## config.mk

```make
export PLATFORM = sky130hd
export DESIGN_NAME = adder_arbiter_flat
export DESIGN_NICKNAME = d
export VERILOG_FILES = /design/src/rtl/adder_arbiter_if.sv /design/src/rtl/adder_arbiter.sv /design/src/flat_wrapper.sv
export SDC_FILE = /design/constraint.sdc
export NUM_CORES = 1
export LEC_CHECK = 0
export ABC_AREA = 1
export CAP_MARGIN = 20
export CORE_AREA = 3 3 116 118
export CTS_BUF_LIST = sky130_fd_sc_hd__clkbuf_8
export DETAILED_ROUTE_END_ITERATION = 12
export DIE_AREA = 0 0 119 121
export PLACE_DENSITY = 0.73
export SLEW_MARGIN = 40
export SYNTH_ARGS = -nofsm -noshare
export SYNTH_HDL_FRONTEND = slang
export SYNTH_SLANG_ARGS = --single-unit
```

## constraint.sdc

```tcl
create_clock -name clk -period 2.2 [get_ports clk]
set_input_delay 0.22 -clock clk [delete_from_list [all_inputs] [get_ports clk]]
set_output_delay 0.22 -clock clk [all_outputs]
set_load 0.05 [all_outputs]
```

## src/rtl/adder_arbiter_if.sv

```systemverilog
// Purpose: bundles the requester, shared-adder and result-consumer signals
//          of adder_arbiter into one interface.
// Modports:
//   slave  - the arbiter: takes requests, operands, adder results and the
//            consumer ready; drives grants, adder operands, result and busy.
//   master - the surrounding environment (requesters, shared adder and
//            consumer): the mirror image of slave.
// Signals (DATA_WIDTH = operand/sum width):
//   i_req0/i_op0_a/i_op0_b, o_gnt0   requester 0 request, operands, grant
//   i_req1/i_op1_a/i_op1_b, o_gnt1   requester 1 request, operands, grant
//   o_adder_a/o_adder_b              operands to the shared adder
//   i_adder_sum/i_adder_carry        shared adder outputs (carry in bit 0)
//   o_valid/o_id/o_sum/o_carry       held result and its owner
//   i_ready                          consumer accepts the held result
//   o_busy                           result held or any request pending
interface adder_arbiter_if #(
  parameter int DATA_WIDTH = 32
);
  logic                  i_req0;
  logic [DATA_WIDTH-1:0] i_op0_a;
  logic [DATA_WIDTH-1:0] i_op0_b;
  logic                  o_gnt0;
  logic                  i_req1;
  logic [DATA_WIDTH-1:0] i_op1_a;
  logic [DATA_WIDTH-1:0] i_op1_b;
  logic                  o_gnt1;
  logic [DATA_WIDTH-1:0] o_adder_a;
  logic [DATA_WIDTH-1:0] o_adder_b;
  logic [DATA_WIDTH-1:0] i_adder_sum;
  logic [DATA_WIDTH-1:0] i_adder_carry;
  logic                  o_valid;
  logic                  o_id;
  logic [DATA_WIDTH-1:0] o_sum;
  logic                  o_carry;
  logic                  i_ready;
  logic                  o_busy;

  modport slave (
    input  i_req0, i_op0_a, i_op0_b,
    input  i_req1, i_op1_a, i_op1_b,
    input  i_adder_sum, i_adder_carry, i_ready,
    output o_gnt0, o_gnt1, o_adder_a, o_adder_b,
    output o_valid, o_id, o_sum, o_carry, o_busy
  );

  modport master (
    output i_req0, i_op0_a, i_op0_b,
    output i_req1, i_op1_a, i_op1_b,
    output i_adder_sum, i_adder_carry, i_ready,
    input  o_gnt0, o_gnt1, o_adder_a, o_adder_b,
    input  o_valid, o_id, o_sum, o_carry, o_busy
  );
endinterface

```

## src/rtl/adder_arbiter.sv

```systemverilog
// Purpose: shares one external combinational adder between two requesters
//          (e.g. PC increment on port 0, ALU/address path on port 1).
//          Round-robin arbitration picks a winner, steers its operands to
//          the adder, and captures sum/carry into a one-deep result
//          register with valid/ready back-pressure toward the consumer.
// Ports:
//   clk   - core clock, all state changes on the rising edge
//   rst_n - asynchronous reset, active HIGH despite its name
//   bus   - adder_arbiter_if.slave carrying requests, grants, adder
//           operands/results and the result handshake
module adder_arbiter #(
  parameter int DATA_WIDTH = 32
) (
  input  logic           clk,
  input  logic           rst_n,
  adder_arbiter_if.slave bus
);

  typedef enum logic {
    EMPTY = 1'b0,
    FULL  = 1'b1
  } state_t;

  state_t                state;
  logic                  last_gnt;
  logic                  id_q;
  logic [DATA_WIDTH-1:0] sum_q;
  logic                  carry_q;

  logic can_accept;
  logic gnt0;
  logic gnt1;
  logic grant;
  logic sel;

  // Only bit 0 of the adder carry bus is meaningful.
  logic unused_carry_bits;
  assign unused_carry_bits = ^bus.i_adder_carry[DATA_WIDTH-1:1];

  // The result slot can take a new result when empty or being drained this
  // cycle. On a tie the port that did not win last time gets the grant;
  // last_gnt resets to 1 so port 0 wins the first tie. Grants are held off
  // while reset is asserted.
  assign can_accept = (state == EMPTY) || bus.i_ready;
  assign gnt0 = !rst_n && can_accept && bus.i_req0 && (!bus.i_req1 || last_gnt);
  assign gnt1 = !rst_n && can_accept && bus.i_req1 && (!bus.i_req0 || !last_gnt);
  assign grant = gnt0 || gnt1;

  // With no grant the adder keeps seeing the last winner's operands so its
  // inputs do not toggle needlessly.
  assign sel           = grant ? gnt1 : last_gnt;
  assign bus.o_adder_a = sel ? bus.i_op1_a : bus.i_op0_a;
  assign bus.o_adder_b = sel ? bus.i_op1_b : bus.i_op0_b;

  assign bus.o_gnt0  = gnt0;
  assign bus.o_gnt1  = gnt1;
  assign bus.o_valid = (state == FULL);
  assign bus.o_id    = id_q;
  assign bus.o_sum   = sum_q;
  assign bus.o_carry = carry_q;
  assign bus.o_busy  = (state == FULL) || bus.i_req0 || bus.i_req1;

  // A grant always refills the slot (covering same-cycle drain + refill);
  // otherwise a consumed result empties it while the data fields hold.
  always_ff @(posedge clk or posedge rst_n) begin
    if (rst_n) begin
      state    <= EMPTY;
      last_gnt <= 1'b1;
      id_q     <= 1'b0;
      sum_q    <= '0;
      carry_q  <= 1'b0;
    end else if (grant) begin
      state    <= FULL;
      last_gnt <= gnt1;
      id_q     <= gnt1;
      sum_q    <= bus.i_adder_sum;
      carry_q  <= bus.i_adder_carry[0];
    end else if ((state == FULL) && bus.i_ready) begin
      state <= EMPTY;
    end
  end

endmodule

```

## src/flat_wrapper.sv

```systemverilog
// flat-port wrapper written by rule: the top's interface ports become plain ports
module adder_arbiter_flat 
#(
  parameter int DATA_WIDTH = 32
)
  (clk, rst_n, bus_i_req0, bus_i_op0_a, bus_i_op0_b, bus_i_req1, bus_i_op1_a, bus_i_op1_b, bus_i_adder_sum, bus_i_adder_carry, bus_i_ready, bus_o_gnt0, bus_o_gnt1, bus_o_adder_a, bus_o_adder_b, bus_o_valid, bus_o_id, bus_o_sum, bus_o_carry, bus_o_busy);
  adder_arbiter_if #(.DATA_WIDTH(DATA_WIDTH)) bus_i ();
  input  logic clk;
  input  logic rst_n;
  input wire logic [$bits(bus_i.i_req0)-1:0] bus_i_req0;
  input wire logic [$bits(bus_i.i_op0_a)-1:0] bus_i_op0_a;
  input wire logic [$bits(bus_i.i_op0_b)-1:0] bus_i_op0_b;
  input wire logic [$bits(bus_i.i_req1)-1:0] bus_i_req1;
  input wire logic [$bits(bus_i.i_op1_a)-1:0] bus_i_op1_a;
  input wire logic [$bits(bus_i.i_op1_b)-1:0] bus_i_op1_b;
  input wire logic [$bits(bus_i.i_adder_sum)-1:0] bus_i_adder_sum;
  input wire logic [$bits(bus_i.i_adder_carry)-1:0] bus_i_adder_carry;
  input wire logic [$bits(bus_i.i_ready)-1:0] bus_i_ready;
  output wire logic [$bits(bus_i.o_gnt0)-1:0] bus_o_gnt0;
  output wire logic [$bits(bus_i.o_gnt1)-1:0] bus_o_gnt1;
  output wire logic [$bits(bus_i.o_adder_a)-1:0] bus_o_adder_a;
  output wire logic [$bits(bus_i.o_adder_b)-1:0] bus_o_adder_b;
  output wire logic [$bits(bus_i.o_valid)-1:0] bus_o_valid;
  output wire logic [$bits(bus_i.o_id)-1:0] bus_o_id;
  output wire logic [$bits(bus_i.o_sum)-1:0] bus_o_sum;
  output wire logic [$bits(bus_i.o_carry)-1:0] bus_o_carry;
  output wire logic [$bits(bus_i.o_busy)-1:0] bus_o_busy;
  assign bus_i.i_req0 = bus_i_req0;
  assign bus_i.i_op0_a = bus_i_op0_a;
  assign bus_i.i_op0_b = bus_i_op0_b;
  assign bus_i.i_req1 = bus_i_req1;
  assign bus_i.i_op1_a = bus_i_op1_a;
  assign bus_i.i_op1_b = bus_i_op1_b;
  assign bus_i.i_adder_sum = bus_i_adder_sum;
  assign bus_i.i_adder_carry = bus_i_adder_carry;
  assign bus_i.i_ready = bus_i_ready;
  assign bus_o_gnt0 = bus_i.o_gnt0;
  assign bus_o_gnt1 = bus_i.o_gnt1;
  assign bus_o_adder_a = bus_i.o_adder_a;
  assign bus_o_adder_b = bus_i.o_adder_b;
  assign bus_o_valid = bus_i.o_valid;
  assign bus_o_id = bus_i.o_id;
  assign bus_o_sum = bus_i.o_sum;
  assign bus_o_carry = bus_i.o_carry;
  assign bus_o_busy = bus_i.o_busy;
  adder_arbiter #(.DATA_WIDTH(DATA_WIDTH)) u_core (.clk(clk), .rst_n(rst_n), .bus(bus_i));
endmodule
```

==> impl_results.md <==
- Reg2reg setup slack: 0.44 ns
- Post-Synth Adder-Cell Area: 0%
- Antenna Nets Post-Route: 0
- CTS tree: done
- Required @ worst endpoint: 1.98 ns
- Slew margin rel.: 63.2%
- Largest family of logic cells by synthesized area: simple AND/OR/NAND/NOR gates
- Critical R2R Capture: u_core.bus.o_sum[14]
- Multiplexer area fraction after synthesis: 0%
- Core Footprint: 12600 um^2
- Yosys top cell by area: dfrtp_1
- Netlist cell types: 12
- Share of Yosys cell area claimed by the top area cell type: 35.4%
- Compound-Gate Fraction of Synth Area: 0.758%
- Die Height: 121 um
- Worst vdd ir: 0.561 mV
- H-tree levels: 2
- Final Hold Viols: 0
- Count leader, synth: nand3_1
- Clock period minus worst slack: 2.10 ns
- Slew @ Worst Pin: 0.550 ns
- Simple-Gate Fraction of Synth Area: 54.4%
- Worst EP arrival: 1.88 ns
- Fillers: 1173
- Unrepaired setup endpoints after global routing: false
- Root Driver: clkbuf_8
- Crit path to: bus_o_adder_b[1]
- Initial core utilization: 19.7%
- GRT overflow: 0
- Worst-case reg-to-reg path depth: 8
- First-pass GRT wire length: 21000 um
- Drt pass-1 iters: 5
- Initial antenna violation count: 0
- Count of input and output buffers: 267
- Die X: 119 um
- Crit-path max FO: 24
- Worst setup EP type: output pin
- CTS buffer count: 5
- Leak: 2.87 nW
- Post-synthesis register bit count: 36
- CP startpoint kind: flop
- Final GP Congestion: 0.786
- Max Cap Viol: 0
- CTS Buffer Depth: 2
- Via-per-instance ratio: 4.60
- Synth cell count leaders: nand3_1 (162), nand2_1 (141), dfrtp_1 (35)
- Clock sinks: 36
- Pwr Density: 1090 nW/um^2
- Fin. max-slew vios: 0
- DR WL/cell: 17.1 um
- Routed WL: 13900 um
- Synth warn: 0
- Post-synth ARST share: 100%
- Later-pin clock latency in the skew report: 0.29 ns
- Synth top area cells: dfrtp_1 (35%), nand3_1 (33%), nand2_1 (21%), buf_2 (6.5%), dfstp_2 (1.1%)
- Area of the multi-input gates: 1470 um^2
- DRC: 0
- Cell Rows: 41
- Clock Skew: 0.00578 ns
- Tcrit/Tclk final: 95.4%
- Setup TNS: 0 ns
- Hold crit path type: in2async
- Pin count of the biggest net entering global routing: 60
- Layout cell share with drive strength beyond 1: 18.8%
- Predominant post-synthesis flop cell: dfrtp_1
- DRT iter0 DRCs: 221
- Via count: 3723
- Syn nets: 585
- Register area: 902 um^2
- Die ar.: 14400 um^2
- Number of global-route vias before repair: 3799
- Fmax: 476 MHz
- Post-synthesis instance area: 2480 um^2
- Sequential area share after synthesis: 36.4%
- Tot Pwr: 6.75 mW
- Outcome: completed
- Kind of critical path: reg2out
- Area grow syn2layout: 150%
- Syn_area_per_cell: 6.38 um^2
- Gr usage total: 18.2%
- I/O pin cnt: 299
- Nets: 833
- EDFF count, synth: 0
- Detailed Place HPWL: 10700 um
- Finish-stage setup viols: 0
- Number of inserted diodes: 0
- Post-Synthesis Cells: 388
- Worst-path clk slew: 0.07 ns
- Post-Synth XOR/XNOR Area: 0%
- Postcts setup bufs: 0
[where the power goes]
group	total [mW]	internal, mW	switching, mW
logic	5.29	2.19	3.10
clock network	0.482	0.246	0.236
registers	0.975	0.856	0.119
[flip-flops by register name (all words and copies together), names as in the netlist, named ones only]
register and cells:
u_core.bus.o_sum 32, u_core.bus.o_carry 1, u_core.bus.o_id 1, u_core.bus.o_valid 1
[layout by cell type, fill, tap and decap left out, types with 2 or more instances in the layout]
cell type	n
nand2_4	2
buf_12	70
nand2_2	26
nand2_1	113
buf_4	7
clkdlybuf4s50_1	200
inv_1	5
dfrtp_1	35
clkbuf_8	6
nand3_1	162
[cell families after synthesis]
kind of cell / count (synthesis)
and+or+nand+nor: 305
DFF: 36
buffers and inverters: 44
AOI/OAI and AO/OA: 3
[worst min-delay path by stage]
stage,start,endpoint,depth (start not counted)
2_1_floorplan,rst_n,u_core.bus.o_carry,1
3_3_place_gp,u_core.bus.o_id,u_core.bus.o_id,2
3_5_place_dp,u_core.bus.o_id,u_core.bus.o_id,2
4_1_cts,bus_i_adder_sum[25],u_core.bus.o_sum[25],3
5_1_grt,bus_i_adder_sum[30],u_core.bus.o_sum[30],3
6_report,rst_n,u_core.bus.o_valid,3
[through the flow]
| step | hold WS (ns) | instances | setup WS, ns | cell area (um^2) | util (%) |
|---|---|---|---|---|---|
| 3_3_place_gp | 0.456 | 800 | 0.165 | 6060 | 48.2 |
| 2_1_floorplan | 0.181 | 388 | 0.0131 | 2550 | - |
| 4_1_cts | 0.441 | 808 | 0.0570 | 6150 | 49.0 |
| 6_report | 0.451 | 809 | 0.101 | 6190 | 49.3 |
| 3_5_place_dp | 0.466 | 800 | 0.160 | 6060 | 48.2 |
| 5_1_grt | 0.461 | 809 | 0.000298 | 6190 | 49.3 |
[cell type report]
cell class,instances,area share (%)
Multi-Input combinational cell,308,23.7
Clock buffer,6,1.33
Clock inverter,2,0.121
Inverter,6,0.445
Sequential cell,36,14.6
Tap cell,172,3.48
Timing Repair Buffer,279,56.4
[critical path: stages (launching register included)]
cell     delay (ns)
dfstp_2        0.57
inv_2          0.06
a21oi_2        0.16
nand2_4        0.09
nand2_4        0.12
buf_12         0.18
nand3_1        0.08
nand2_1        0.15
buf_12         0.16
[per-layer routing]
layer	track usage, %	vias to the layer above	part of all wire (%)
li1	-	1782	-
met1	21.3	1741	39
met2	32.0	183	50
met3	6.39	17	9.5
met4	3.84	0	1.6
met5	0	-	0
[what timing repair did]
item                                    4_1_cts  5_1_grt
endpoints found under the setup margin        1       18
cloned                                        0        1
hold buffers                                  0        0
resized for setup                             1        4
Power figures use the tool's default switching activity.
